### config.mk
export PLATFORM = sky130hd
export DESIGN_NAME = fwd_hazard_unit_flat
export DESIGN_NICKNAME = d
export VERILOG_FILES = /design/src/rtl/fwd_hazard_unit_if.sv /design/src/rtl/fwd_hazard_unit.sv /design/src/flat_wrapper.sv
export SDC_FILE = /design/constraint.sdc
export NUM_CORES = 1
export LEC_CHECK = 0
export BUFFER_PORTS_ARGS = -buffer_cell sky130_fd_sc_hd__buf_2
export CORE_MARGIN = 3
export CORE_UTILIZATION = 40
export CTS_CLUSTER_SIZE = 14
export DETAILED_ROUTE_END_ITERATION = 8
export PLACE_DENSITY = 0.65
export SYNTH_ARGS = -nofsm -noshare
export SYNTH_HDL_FRONTEND = slang
export SYNTH_SLANG_ARGS = --single-unit
### constraint.sdc
create_clock -name clk -period 2.96 [get_ports clk]
set_input_delay 0.444 -clock clk [delete_from_list [all_inputs] [get_ports clk]]
set_output_delay 0.444 -clock clk [all_outputs]
set_load 0.005 [all_outputs]
### src/rtl/fwd_hazard_unit_if.sv
// rtl/fwd_hazard_unit_if.sv - ID-side bundle between the pipeline and the forwarding/hazard unit
interface fwd_hazard_unit_if #(
    parameter int NUM_SRC    = 2,
    parameter int FWD_STAGES = 2
);
    localparam int SELW = $clog2(FWD_STAGES + 1);

    logic [31:0]             instr_ID;
    logic                    id_valid;
    logic                    id_regwen;
    logic                    id_is_load;
    logic [NUM_SRC-1:0]      id_src_used;
    logic                    stall_in;
    logic                    flush_in;
    logic [NUM_SRC*SELW-1:0] fwd_sel;
    logic                    stall_id;
    logic                    bubble_ex;

    modport master (
        output instr_ID, id_valid, id_regwen, id_is_load, id_src_used, stall_in, flush_in,
        input  fwd_sel, stall_id, bubble_ex
    );

    modport slave (
        input  instr_ID, id_valid, id_regwen, id_is_load, id_src_used, stall_in, flush_in,
        output fwd_sel, stall_id, bubble_ex
    );
endinterface

### src/rtl/fwd_hazard_unit.sv
// rtl/fwd_hazard_unit.sv - Registered forward selects and load-use stall; FWD_HAZARD_STALL_CNT_EN adds stall_cnt
module fwd_hazard_unit #(
    parameter int NUM_SRC          = 2,
    parameter int FWD_STAGES       = 2,
    parameter int LOAD_READY_STAGE = 2
) (
    input  logic        clk,
    input  logic        rst_n,
`ifdef FWD_HAZARD_STALL_CNT_EN
    output logic [31:0] stall_cnt,
`endif
    fwd_hazard_unit_if.slave bus
);
    localparam int SELW = $clog2(FWD_STAGES + 1);
    localparam int SW   = NUM_SRC * SELW;

    typedef struct packed {
        logic       valid;
        logic [4:0] rd;
        logic       we;
        logic       is_load;
    } rec_t;

    rec_t          rec_q [FWD_STAGES+1];
    rec_t          rec_d [FWD_STAGES+1];
    rec_t          id_rec;
    logic [SW-1:0] fwd_sel_q;
    logic [SW-1:0] fwd_sel_d;
    logic [SW-1:0] sel_next;
    logic [4:0]    src [NUM_SRC];
    logic          load_use;
    logic          found;
    logic          stall_id;
    logic          bubble_ex;
    logic          unused_instr;

    // Opcode/funct bits play no part in hazard detection.
    assign unused_instr = ^bus.instr_ID;

    always_comb begin
        for (int s = 0; s < NUM_SRC; s++) begin
            case (s)
                0:       src[s] = bus.instr_ID[19:15];
                1:       src[s] = bus.instr_ID[24:20];
                default: src[s] = bus.instr_ID[31:27];
            endcase
        end
    end

    always_comb begin
        id_rec.valid   = 1'b1;
        id_rec.rd      = bus.instr_ID[11:7];
        id_rec.we      = bus.id_regwen && (bus.instr_ID[11:7] != 5'd0);
        id_rec.is_load = bus.id_is_load;
    end

    // Scan from EX outward; the first hit is the youngest writer and masks older ones.
    always_comb begin
        sel_next = '0;
        load_use = 1'b0;
        found    = 1'b0;
        for (int s = 0; s < NUM_SRC; s++) begin
            found = 1'b0;
            for (int k = 0; k <= FWD_STAGES; k++) begin
                if (!found && bus.id_src_used[s] && (src[s] != 5'd0) &&
                    rec_q[k].valid && rec_q[k].we && (rec_q[k].rd == src[s])) begin
                    found = 1'b1;
                    if (k < FWD_STAGES) begin
                        sel_next[s*SELW +: SELW] = SELW'(k + 1);
                    end
                    if (rec_q[k].is_load && ((k + 1) < LOAD_READY_STAGE)) begin
                        load_use = 1'b1;
                    end
                end
            end
        end
    end

    assign stall_id  = bus.id_valid && !bus.flush_in && load_use;
    assign bubble_ex = stall_id && !bus.stall_in;

    always_comb begin
        rec_d     = rec_q;
        fwd_sel_d = fwd_sel_q;
        if (!bus.stall_in) begin
            for (int k = FWD_STAGES; k > 0; k--) begin
                rec_d[k] = rec_q[k-1];
            end
            if (bus.id_valid && !stall_id && !bus.flush_in) begin
                rec_d[0] = id_rec;
            end else begin
                rec_d[0] = '0;
            end
            if (stall_id || bus.flush_in) begin
                fwd_sel_d = '0;
            end else begin
                fwd_sel_d = sel_next;
            end
        end
    end

    always_ff @(posedge clk or negedge rst_n) begin
        if (!rst_n) begin
            for (int k = 0; k <= FWD_STAGES; k++) begin
                rec_q[k] <= '0;
            end
            fwd_sel_q <= '0;
        end else begin
            for (int k = 0; k <= FWD_STAGES; k++) begin
                rec_q[k] <= rec_d[k];
            end
            fwd_sel_q <= fwd_sel_d;
        end
    end

    assign bus.fwd_sel   = fwd_sel_q;
    assign bus.stall_id  = stall_id;
    assign bus.bubble_ex = bubble_ex;

`ifdef FWD_HAZARD_STALL_CNT_EN
    logic [31:0] stall_cnt_q;
    logic [31:0] stall_cnt_d;

    always_comb begin
        stall_cnt_d = stall_cnt_q;
        if (bubble_ex && (stall_cnt_q != 32'hFFFF_FFFF)) begin
            stall_cnt_d = stall_cnt_q + 32'd1;
        end
    end

    always_ff @(posedge clk or negedge rst_n) begin
        if (!rst_n) begin
            stall_cnt_q <= '0;
        end else begin
            stall_cnt_q <= stall_cnt_d;
        end
    end

    assign stall_cnt = stall_cnt_q;
`endif
endmodule
### src/flat_wrapper.sv
// flat-port wrapper written by rule: the top's interface ports become plain ports
module fwd_hazard_unit_flat 
#(
    parameter int NUM_SRC          = 2,
    parameter int FWD_STAGES       = 2,
    parameter int LOAD_READY_STAGE = 2
)
  (clk, rst_n, bus_instr_ID, bus_id_valid, bus_id_regwen, bus_id_is_load, bus_id_src_used, bus_stall_in, bus_flush_in, bus_fwd_sel, bus_stall_id, bus_bubble_ex);
  fwd_hazard_unit_if #(.NUM_SRC(NUM_SRC), .FWD_STAGES(FWD_STAGES)) bus_i ();
  input  logic clk;
  input  logic rst_n;
  input wire logic [$bits(bus_i.instr_ID)-1:0] bus_instr_ID;
  input wire logic [$bits(bus_i.id_valid)-1:0] bus_id_valid;
  input wire logic [$bits(bus_i.id_regwen)-1:0] bus_id_regwen;
  input wire logic [$bits(bus_i.id_is_load)-1:0] bus_id_is_load;
  input wire logic [$bits(bus_i.id_src_used)-1:0] bus_id_src_used;
  input wire logic [$bits(bus_i.stall_in)-1:0] bus_stall_in;
  input wire logic [$bits(bus_i.flush_in)-1:0] bus_flush_in;
  output wire logic [$bits(bus_i.fwd_sel)-1:0] bus_fwd_sel;
  output wire logic [$bits(bus_i.stall_id)-1:0] bus_stall_id;
  output wire logic [$bits(bus_i.bubble_ex)-1:0] bus_bubble_ex;
  assign bus_i.instr_ID = bus_instr_ID;
  assign bus_i.id_valid = bus_id_valid;
  assign bus_i.id_regwen = bus_id_regwen;
  assign bus_i.id_is_load = bus_id_is_load;
  assign bus_i.id_src_used = bus_id_src_used;
  assign bus_i.stall_in = bus_stall_in;
  assign bus_i.flush_in = bus_flush_in;
  assign bus_fwd_sel = bus_i.fwd_sel;
  assign bus_stall_id = bus_i.stall_id;
  assign bus_bubble_ex = bus_i.bubble_ex;
  fwd_hazard_unit #(.NUM_SRC(NUM_SRC), .FWD_STAGES(FWD_STAGES), .LOAD_READY_STAGE(LOAD_READY_STAGE)) u_core (.clk(clk), .rst_n(rst_n), .bus(bus_i));
endmodule
# Word-level counts from Yosys, hierarchy flattened
# Index checks and enable logic that the tools add are counted.
[word_totals] wordCells=57 ff_bits=19 input_bits=41 romBits=0 latch_bits=0 mem_bits_rw=0 n_memories=0
[op_classes] n_lt_le_gt_ge=0 eq_ne=4 bitwise=0 n_div=0 add_sub_neg=0 muxes=12 shift=0 n_mul=0 n_reduce_logical=33
[op_table] op="1-bit logical AND" count=24
[op_table] op="5-bit equality test" count=4
[op_table] op="5-bit nonzero test" count=3
[op_table] op="1-bit two-way mux" count=8
[op_table] op="8-bit two-way mux" count=1
[op_table] op="1-bit logical NOT" count=5
[op_table] op="2-bit two-way mux" count=2
[op_table] op="4-bit two-way mux" count=1
[op_table] op="1-bit logical OR" count=1

# Longest topological paths before layout
# Gate-level depths: netlist of the first run.
[logic_depth] ltp_word=14 ltp_mapped=5 ltp_nobuf=5

# Least setup slack after synthesis of the first run
# Ideal clock, no wire load.
[synth_timing] kind="input to output" startpoint="input bus_instr_ID[17]" endpoint="output bus_bubble_ex" arrival_time_ns=1.530 n_path_buf=0 setup_slack_ns=0.987 path_stages=5 cell_sequence="or4_1 -> o21ai_2 -> nand4b_4 -> a21boi_2 -> and2_1"
[synth_between] elab_chain_cells=10 word_cells_on_any_way=11 cone_classes="eq/ne (1); mux (3); reduce/logical (7)"
[synth_rtl] element="start, declared" line_no="flat_wrapper.sv:12" source="input wire logic [$bits(bus_i.instr_ID)-1:0] bus_instr_ID;"
[synth_rtl] element="5-bit nonzero test" line_no="fwd_hazard_unit.sv:65" source="if (!found && bus.id_src_used[s] && (src[s] != 5'd0) &&"
[synth_rtl] element="1-bit logical AND (2 in series)" line_no="fwd_hazard_unit.sv:65"
[synth_rtl] element="1-bit logical AND" line_no="fwd_hazard_unit.sv:66" source="rec_q[k].valid && rec_q[k].we && (rec_q[k].rd == src[s])) begin"
[synth_rtl] element="1-bit logical AND *" line_no="fwd_hazard_unit.sv:66"
[synth_rtl] element="1-bit two-way mux *" line_no="fwd_hazard_unit.sv:65"
[synth_rtl] element="1-bit two-way mux" line_no="fwd_hazard_unit.sv:71" source="if (rec_q[k].is_load && ((k + 1) < LOAD_READY_STAGE)) begin"
[synth_rtl] element="1-bit two-way mux *" line_no="fwd_hazard_unit.sv:65"
[synth_rtl] element="1-bit logical AND *" line_no="fwd_hazard_unit.sv:79" source="assign stall_id = bus.id_valid && !bus.flush_in && load_use;"
[synth_rtl] element="1-bit logical AND *" line_no="fwd_hazard_unit.sv:80" source="assign bubble_ex = stall_id && !bus.stall_in;"
[synth_rtl] element="end, declared" line_no="flat_wrapper.sv:21" source="output wire logic [$bits(bus_i.bubble_ex)-1:0] bus_bubble_ex;"
# Mark *: on every way between the ends. The rest lies on a longest branch, timed or not.

# Worst setup path in the final report of the first run
[layout_timing] startpoint="register u_core.rec_q[22] (netlist name)" endpoint="output bus_bubble_ex"
[layout_between] elab_chain_cells=7 word_cells_on_any_way=9 cone_classes="eq/ne (2); mux (3); reduce/logical (4)"
[layout_rtl] element="start, declared" line_no="fwd_hazard_unit.sv:24" source="rec_t rec_q [FWD_STAGES+1];"
[layout_rtl] element="start signal, assigned by index" line_no="fwd_hazard_unit.sv:110" source="rec_q[k] <= rec_d[k];"
[layout_rtl] element="5-bit equality test" line_no="fwd_hazard_unit.sv:66"
[layout_rtl] element="1-bit logical AND" line_no="fwd_hazard_unit.sv:66"
[layout_rtl] element="1-bit two-way mux" line_no="fwd_hazard_unit.sv:65"
[layout_rtl] element="1-bit two-way mux" line_no="fwd_hazard_unit.sv:71"
[layout_rtl] element="1-bit two-way mux *" line_no="fwd_hazard_unit.sv:65"
[layout_rtl] element="1-bit logical AND *" line_no="fwd_hazard_unit.sv:79"
[layout_rtl] element="1-bit logical AND *" line_no="fwd_hazard_unit.sv:80"
# Marked as above.

==> results of run 1 <==
[critical path, stage by stage, from the launching register on]
cell	delay [ns]
dfrtp_1	0.45
xor2_1	0.18
nor2_1	0.24
nand4b_4	0.17
a21boi_2	0.37
and2_1	0.18
buf_2	0.10
[kinds of logic after synthesis]
| logic type | after synthesis |
|---|---|
| AND/OR/NAND/NOR | 46 |
| XOR/XNOR | 20 |
| flip-flops | 19 |
| AO/OA/AOI/OAI | 17 |
| multiplexers | 7 |
| buffers and inverters | 3 |
[power breakdown]
part	total (W)	internal, W	switching, W
Sequential	0.000288	0.000273	0.0000150
Clock	0.000132	0.0000524	0.0000797
Combinational	0.0000885	0.0000424	0.0000460
[stage by stage]
| step | utilization | cell area, um2 | hold WS (ns) | power [W] | std cells |
|---|---|---|---|---|---|
| 2_1_floorplan | - | 1100 | 0.148 | 0.000344 | 112 |
| 3_3_place_gp | 0.501 | 1280 | 0.401 | 0.000379 | 168 |
| 3_5_place_dp | 0.501 | 1280 | 0.412 | 0.000384 | 168 |
| 4_1_cts | 0.512 | 1300 | 0.0768 | 0.000517 | 172 |
| 5_1_grt | 0.512 | 1300 | 0.0944 | 0.000536 | 172 |
| 6_report | 0.512 | 1300 | 0.0680 | 0.000509 | 172 |
[synthesized netlist by cell type (all sizes together)]
cell type / n
buf: 2
o211ai: 1
nand3: 5
nor2: 7
nand4b: 2
clkbuf: 1
nor4: 2
and2: 2
xnor2: 6
xor2: 14
dfrtp: 19
or4: 3
mux2: 7
nor2b: 1
a21oi: 1
o21ai: 10
nand2: 23
a21boi: 1
nand2b: 1
o31ai: 4
[sequential cells by signal, indices dropped and copies added, names as in the netlist]
| signal | cells |
|---|---|
| u_core.bus.fwd_sel | 4 |
| u_core.rec_q | 15 |
[area by class of cell]
type / count / area share
multi-input cells: 90 / 0.475
flip-flops and latches: 19 / 0.365
repair buffers: 29 / 0.111
well taps: 30 / 0.0288
clock buffers: 4 / 0.0202
[worst min-delay path by stage]
stage | startpoint | end | cells past startpoint
5_1_grt | rst_n | u_core.rec_q[15] | 1
3_3_place_gp | rst_n | u_core.rec_q[23] | 1
4_1_cts | rst_n | u_core.rec_q[15] | 1
6_report | rst_n | u_core.rec_q[15] | 1
2_1_floorplan | rst_n | u_core.bus.fwd_sel[0] | 0
3_5_place_dp | rst_n | u_core.rec_q[15] | 1
[layer usage]
metal,track usage,wire length (um),vias up
li1,-,-,445
met1,0.197,1070,434
met2,0.233,1070,24
met3,0.0241,142,2
met4,0.0596,17,0
met5,0,0,-
==> flow_metrics.env, run 1 <==
export IMPL_layout_commonest_cell="buf_2"
export IMPL_p_leak_nw=0.658
export IMPL_maxSlewHeadroom=0.714
export IMPL_cts_max_level=1
export IMPL_synth_cell_type_count=23
export IMPL_cts_buffer_depth=2
export IMPL_wire_per_inst_um=13.4
export IMPL_synthSimpleGateAreaFrac=0.225
export IMPL_wirelength_mm=2.30
export IMPL_num_antenna_cells=0
export IMPL_drc=0
export IMPL_endpoint="bus_bubble_ex"
export IMPL_hold_path_class="primary input to async pin"
export IMPL_synth_top_family_by_area="simple AND/OR/NAND/NOR gates"
export IMPL_drive_above_1_share=0.324
export IMPL_synthMuxAreaShare=0.0713
export IMPL_yosys_area_share_adder=0
export IMPL_cts_tree="done"
export IMPL_tightest_slew_ns=0.428
export IMPL_rr_endpoint="u_core.rec_q[18]"
export IMPL_grt_pass1_wl_mm=3.82
export IMPL_cp_start_kind="flop"
export IMPL_hold_viol=0
export IMPL_core_mm2=0.00254
export IMPL_period_minus_slack_ns=2.42
export IMPL_via_per_inst=5.26
export IMPL_power_density_mw_per_mm2=391
export IMPL_endpoint_kind="output port"
export IMPL_cap_violations=0
export IMPL_ff2ff_path_depth=5
export IMPL_avgSynthCellArea_um2=9.86
export IMPL_status="finished clean"
export IMPL_worst_r2r_startpoint="u_core.rec_q[22]"
export IMPL_worstPathMaxFanout=9
export IMPL_layout_nets=184
export IMPL_final_antenna_net_count=0
export IMPL_cts_resized=0
export IMPL_synthTopCellsByArea="dfrtp_1 (43%), xor2_1 (11%), nand2_1 (7.8%), mux2_2 (7.1%), xnor2_1 (4.8%)"
export IMPL_syn_num_nets=153
export IMPL_drv_slew=0
export IMPL_root_buffer="clkbuf_4"
export IMPL_portBuffers=29
export IMPL_min_period_over_period=0.818
export IMPL_synth_area_mm2=0.00110
export IMPL_die_area_mm2=0.00343
export IMPL_first_global_vias=876
export IMPL_gp_congestion=0.731
export IMPL_final_setup_tns_ns=0
export IMPL_multi_input_area_um2=618
export IMPL_rsz0062_at_grt="no"
export IMPL_drt_iter0_drc=24
export IMPL_synth_top_cell_area_share=0.430
export IMPL_dp_slack_ns=0.668
export IMPL_cts_sinks=19
export IMPL_r2r_setup_slack_ns=1.28
export IMPL_syn_inst=112
export IMPL_grt_max_degree=23
export IMPL_antenna_found_initial=0
export IMPL_dieHeight_um=58.6
export IMPL_fillers=258
export IMPL_fp_dieW_um=58.6
export IMPL_cts_setup_buffers=0
export IMPL_ys_seq_area_frac=0.430
export IMPL_clock_skew_ns=0.00223
export IMPL_clk_pin_slew_ns=0.11
export IMPL_setup_violations=0
export IMPL_synth_xor_area_frac=0.159
export IMPL_via_count=905
export IMPL_arrival_ns=1.98
export IMPL_dpl_hpwl_mm=1.84
export IMPL_cts_buffers=3
export IMPL_max_vdd_ir_drop_v=0.000258
export IMPL_required_ns=2.52
export IMPL_yosysWarnings=0
export IMPL_path_class="flop to output port"
export IMPL_area_growth_pct=17.9
export IMPL_pin_count=47
export IMPL_regArea_um2=475
export IMPL_worst_slack_ns=0.538
export IMPL_clk_latency_ns=0.29
export IMPL_timing_critical_path_from="u_core.rec_q[22]"
export IMPL_hold_buffers=0
export IMPL_synth_compound_area_frac=0.104
export IMPL_drt_pass1_iterations=4
export IMPL_overflow=0
export IMPL_start_util=0.434
export IMPL_grt_use_total=0.146
export IMPL_max_clock_freq_ghz=0.413
export IMPL_synth_seq_cells=19
export IMPL_rows=18
export IMPL_layout_cells_most_common_list="buf_2 (29), nand2_1 (23), dfrtp_1 (19), xor2_1 (14)"
export IMPL_yosysTopAreaCell="dfrtp_1"
No activity file was read; power rests on OpenSTA's default activity.
==> inputs of run 2 (changes only) <==
clock period = 2.4 ns   (was 2.96 ns; I/O delays follow)
==> run 2 against run 1 <==
  * Global-route usage grew 1.2 points
  * Critical endpoint is now bus_stall_id
  * Highest routed layer unchanged
  * Sequential power grew 23%
  * Register-to-register slack lost 0.46 ns
  * Combinational power grew 28%
  * Final area grew 3.9%
  * Flip-flop and latch count is the same
  * Wire length grew 3.0%
  * Total power grew 24%
  * Hold slack gained 0.22 ns
  * Count of clock-buffer cells in the layout shrank 1
==> flow_metrics.env, run 2 (synthesis results as in run 1) <==
export IMPL_cp_start_kind="flop"
export IMPL_whs_endpoint="u_core.rec_q[21]"
export IMPL_drive_above_1_share=0.354
export IMPL_worstPathMaxFanout=4
export IMPL_largest_reg_flops=15
export IMPL_core_mm2=0.00254
export IMPL_gp_congestion=0.732
export IMPL_drt_iter0_drc=14
export IMPL_layout_nets=189
export IMPL_area_growth_pct=22.5
export IMPL_power_w=0.000633
export IMPL_portBuffers=29
export IMPL_power_density_mw_per_mm2=468
export IMPL_layout_cells_most_common_list="buf_2 (29), nand2_1 (23), dfrtp_1 (19), xor2_1 (14), mux2_2 (7)"
export IMPL_status="finished clean"
export IMPL_rows=18
export IMPL_wire_per_inst_um=13.4
export IMPL_top_register="u_core.rec_q"
export IMPL_required_ns=2.04
export IMPL_antenna_found_initial=0
export IMPL_path_class="flop to output port"
export IMPL_layout_commonest_cell="buf_2"
export IMPL_cts_max_level=1
export IMPL_final_antenna_net_count=0
export IMPL_setup_violations=0
export IMPL_via_count=906
export IMPL_dpl_hpwl_mm=1.90
export IMPL_final_setup_tns_ns=0
export IMPL_root_buffer="clkbuf_4"
export IMPL_cts_sinks=19
export IMPL_max_clock_freq_ghz=0.462
export IMPL_hold_ws_ns=0.291
export IMPL_tightest_slew_ns=0.430
export IMPL_start_util=0.434
export IMPL_r2r_setup_slack_ns=0.82
export IMPL_grt_use_total=0.158
export IMPL_cap_violations=0
export IMPL_max_vdd_ir_drop_v=0.000306
export IMPL_clk_pin_slew_ns=0.11
export IMPL_via_per_inst=5.12
export IMPL_num_antenna_cells=0
export IMPL_worst_r2r_startpoint="u_core.rec_q[21]"
export IMPL_fillers=257
export IMPL_hold_viol=0
export IMPL_p_leak_nw=0.687
export IMPL_arrival_ns=1.80
export IMPL_hold_path_class="primary input to flop"
export IMPL_dp_slack_ns=0.217
export IMPL_worst_slack_ns=0.237
export IMPL_dieHeight_um=58.6
export IMPL_fp_dieW_um=58.6
export IMPL_min_period_over_period=0.901
export IMPL_period_minus_slack_ns=2.16
export IMPL_wirelength_mm=2.37
export IMPL_grt_pass1_wl_mm=4.11
export IMPL_rsz0062_at_grt="no"
export IMPL_fin_util=0.532
export IMPL_cts_buffers=3
export IMPL_overflow=0
export IMPL_cts_tree="done"
export IMPL_endpoint_kind="output port"
export IMPL_cts_buffer_depth=2
export IMPL_clk_latency_ns=0.29
export IMPL_grt_max_degree=22
export IMPL_drt_pass1_iterations=3
export IMPL_drv_slew=0
export IMPL_pin_count=47
export IMPL_die_area_mm2=0.00343
export IMPL_rr_endpoint="u_core.rec_q[19]"
export IMPL_hold_path_depth=3
export IMPL_maxSlewHeadroom=0.713
export IMPL_clock_skew_ns=0.00242
export IMPL_drc=0
export IMPL_hold_start="bus_instr_ID[10]"
export IMPL_first_global_vias=914
export IMPL_ff2ff_path_depth=6
run 2: changes by cell type in the layout (fill, tap and decap cells not counted):
cell / delta
clkinv_2: +1
a21boi_4: +1
nor2_2: +1
clkbuf_1: -1
dlygate4sd3_1: +1
nor2_1: -1
a21boi_2: -1
buf_4: +4
run 2: critical path, stage by stage (launching register included):
cell      delay (ns)
dfrtp_1         0.46
xor2_1          0.18
nor2_1          0.22
nand4b_4        0.18
a21oi_2         0.21
nor2b_1         0.14
buf_2           0.11
run 2: timing repair:
item | CTS | global route
hold endpoints to repair | 19 | 0
resized for setup | 0 | 2
setup buffers | 0 | 3
hold buffers | 1 | 0
setup endpoints to repair | 0 | 1
run 2: worst max path at each step:
stage / startpoint / endpoint / slack, ns / cells after the start
3_3_place_gp: bus_instr_ID[17] / bus_bubble_ex / 0.26 / 7
6_report: u_core.rec_q[21] / bus_stall_id / 0.24 / 6
5_1_grt: u_core.rec_q[21] / bus_stall_id / 0.07 / 6
2_1_floorplan: bus_instr_ID[17] / bus_bubble_ex / 0.59 / 5
4_1_cts: u_core.rec_q[22] / bus_bubble_ex / 0.02 / 6
3_5_place_dp: bus_instr_ID[20] / bus_bubble_ex / 0.22 / 7
run 2: per-stage QoR:
step	area [um2]	std cells
floorplan	1100	112
detailed placement	1280	169
CTS	1320	174
finish	1350	177
global placement	1280	169
global route	1350	177
run 2: layout make-up:
type                    instances  area (um2)  area share
flip-flops and latches         19         475       0.351
multi-input cells              90         628       0.464
repair buffers                 34         185       0.137
well taps                      30        37.5      0.0277
clock inverters                 1        5.00     0.00370
clock buffers                   3        22.5      0.0166
run 2: metal layers:
metal | vias to the layer above | track usage | part of all wire
li1 | 457 | - | -
met1 | 427 | 0.208 | 0.47
met2 | 20 | 0.263 | 0.47
met3 | 2 | 0.0285 | 0.052
met4 | 0 | 0.0497 | 0.0072
met5 | - | 0 | 0
run 2: power by group:
group | internal, W | total, W | switching (W) | leakage [nW]
combinational | 0.0000552 | 0.000113 | 0.0000583 | 0.412
clock | 0.0000620 | 0.000165 | 0.000103 | 0.0177
sequential | 0.000337 | 0.000355 | 0.0000181 | 0.257
==> inputs of run 3 (changes only) <==
PLACE_DENSITY = 0.69   (was 0.65)
==> run 3 against run 2 <==
  * Register-to-register slack about the same
  * Clock skew barely moved
  * Via count is 2.4% higher
  * Clock power hardly changed
  * Global-route usage shrank 0.69 points
  * Count of clock-buffer cells in the layout rose by 1
  * Total power down 0.40%
  * Final cell count down 2.3%
  * Combinational power barely moved
  * Flip-flop and latch count is the same
  * Highest routed layer unchanged
  * Largest cell class unchanged
  * Critical endpoint is now bus_bubble_ex
  * Hold slack worse by 0.0021 ns
  * Maximum frequency decreased by 4.0%
==> flow_metrics.env, run 3 (synthesis results as in run 1) <==
export IMPL_num_antenna_cells=0
export IMPL_grt_max_degree=23
export IMPL_fin_util=0.520
export IMPL_clk_latency_ns=0.29
export IMPL_cts_buffer_depth=2
export IMPL_clock_skew_ns=0.00225
export IMPL_cp_start_kind="flop"
export IMPL_cts_max_level=1
export IMPL_drt_pass1_iterations=4
export IMPL_via_count=928
export IMPL_portBuffers=29
export IMPL_slowest_stage="dfrtp_1"
export IMPL_largest_reg_flops=15
export IMPL_drc=0
export IMPL_rows=18
export IMPL_cts_sinks=19
export IMPL_overflow=0
export IMPL_area_growth_pct=19.7
export IMPL_setup_violations=0
export IMPL_final_setup_tns_ns=0
export IMPL_core_mm2=0.00254
export IMPL_placed_area_mm2=0.00128
export IMPL_hold_viol=0
export IMPL_dieHeight_um=58.6
export IMPL_max_clock_freq_ghz=0.444
export IMPL_min_period_over_period=0.939
export IMPL_drive_above_1_share=0.329
export IMPL_wire_per_inst_um=13.8
export IMPL_place_inst=168
export IMPL_gp_congestion=0.765
export IMPL_endpoint_kind="output port"
export IMPL_pin_count=47
export IMPL_wirelength_mm=2.39
export IMPL_required_ns=2.04
export IMPL_clk_pin_slew_ns=0.11
export IMPL_layout_commonest_cell="buf_2"
export IMPL_period_minus_slack_ns=2.25
export IMPL_start_util=0.434
export IMPL_rsz0062_at_grt="no"
export IMPL_hold_path_class="primary input to flop"
export IMPL_cap_violations=0
export IMPL_drt_iter0_drc=15
export IMPL_max_vdd_ir_drop_v=0.000345
export IMPL_layout_nets=185
export IMPL_final_antenna_net_count=0
export IMPL_p_leak_nw=0.663
export IMPL_cts_buffers=3
export IMPL_root_buffer="clkbuf_4"
export IMPL_dpl_hpwl_mm=1.88
export IMPL_first_global_vias=913
export IMPL_grt_pass1_wl_mm=4.00
export IMPL_top_register="u_core.rec_q"
export IMPL_power_w=0.000631
export IMPL_power_density_mw_per_mm2=477
export IMPL_drv_slew=0
export IMPL_tightest_slew_ns=0.429
export IMPL_crit_chain="xor2_1 -> nor2_1 -> nand4b_4 -> a21boi_4 -> and2_1 -> buf_2"
export IMPL_path_class="flop to output port"
export IMPL_via_per_inst=5.36
export IMPL_layout_cells_non_filler=173
export IMPL_fp_dieW_um=58.6
export IMPL_antenna_found_initial=0
export IMPL_max_stage_delay_ns=0.45
export IMPL_worstPathMaxFanout=9
export IMPL_cts_tree="done"
export IMPL_layout_cells_most_common_list="buf_2 (29), nand2_1 (23), dfrtp_1 (19), xor2_1 (14), mux2_2 (7)"
export IMPL_fin_area_mm2=0.00132
export IMPL_maxSlewHeadroom=0.714
export IMPL_die_area_mm2=0.00343
export IMPL_arrival_ns=1.89
export IMPL_grt_use_total=0.151
export IMPL_status="finished clean"
==> run 3: cell count changes in the layout (fill, tap and decap cells not counted), sizes merged <==
| cell | delta |
|---|---|
| clkinv | -1 |
| buf | -4 |
| clkbuf | +1 |
==> run 3: per-layer routing <==
metal  track usage  part of all wire
met4        0.0596             0.014
met2         0.250              0.47
met3        0.0219             0.054
met1         0.198              0.46
met5             0                 0
==> run 3: layout make-up <==
cell class	instances	area [um2]
Fill cell	242	1220
Timing Repair Buffer	30	155
Multi-Input combinational cell	90	628
Sequential cell	19	475
Tap cell	30	37.5
Clock buffer	4	26.3
==> run 3: worst max-delay path: cells and delay by family (launching register included) <==
kind | cells | cell delay [ns]
simple gates | 3 | 0.59
xor+xnor | 1 | 0.18
buf+inv | 1 | 0.10
flops | 1 | 0.45
compound gates | 1 | 0.28
==> run 3: worst paths after layout <==
check / slack [ns] / cells after the start / start / end
setup / recovery: 0.15 / 6 / u_core.rec_q[19] / bus_bubble_ex
hold / removal: 0.29 / 3 / bus_id_is_load / u_core.rec_q[16]
setup reg to reg: 0.81 / 5 / u_core.rec_q[19] / u_core.rec_q[18]
hold reg to reg: 0.49 / 2 / u_core.bus.fwd_sel[3] / u_core.bus.fwd_sel[3]
max in group asynchronous: 1.57 / 2 / rst_n / u_core.rec_q[14]
min in group asynchronous: 0.52 / 2 / rst_n / u_core.rec_q[15]
==> run 3: power by group <==
part	switching, W	internal, W	leakage [nW]
clock network	0.0000972	0.0000647	0.0150
logic	0.0000588	0.0000541	0.391
registers	0.0000189	0.000337	0.257
==> run 3: timing repair <==
action,CTS,global route
endpoints found under the hold margin,19,0
hold buffers,1,0
setup endpoints to repair,0,1
buffers inserted,0,0
resized for setup,0,2
==> run 3: metrics by stage <==
stage	worst slack, ns	hold slack [ns]
after floorplan	0.595	0.0644
after global routing	0.0168	0.291
after CTS	0.0190	0.283
after detailed placement	0.235	0.327
after global placement	0.260	0.316
final	0.147	0.289
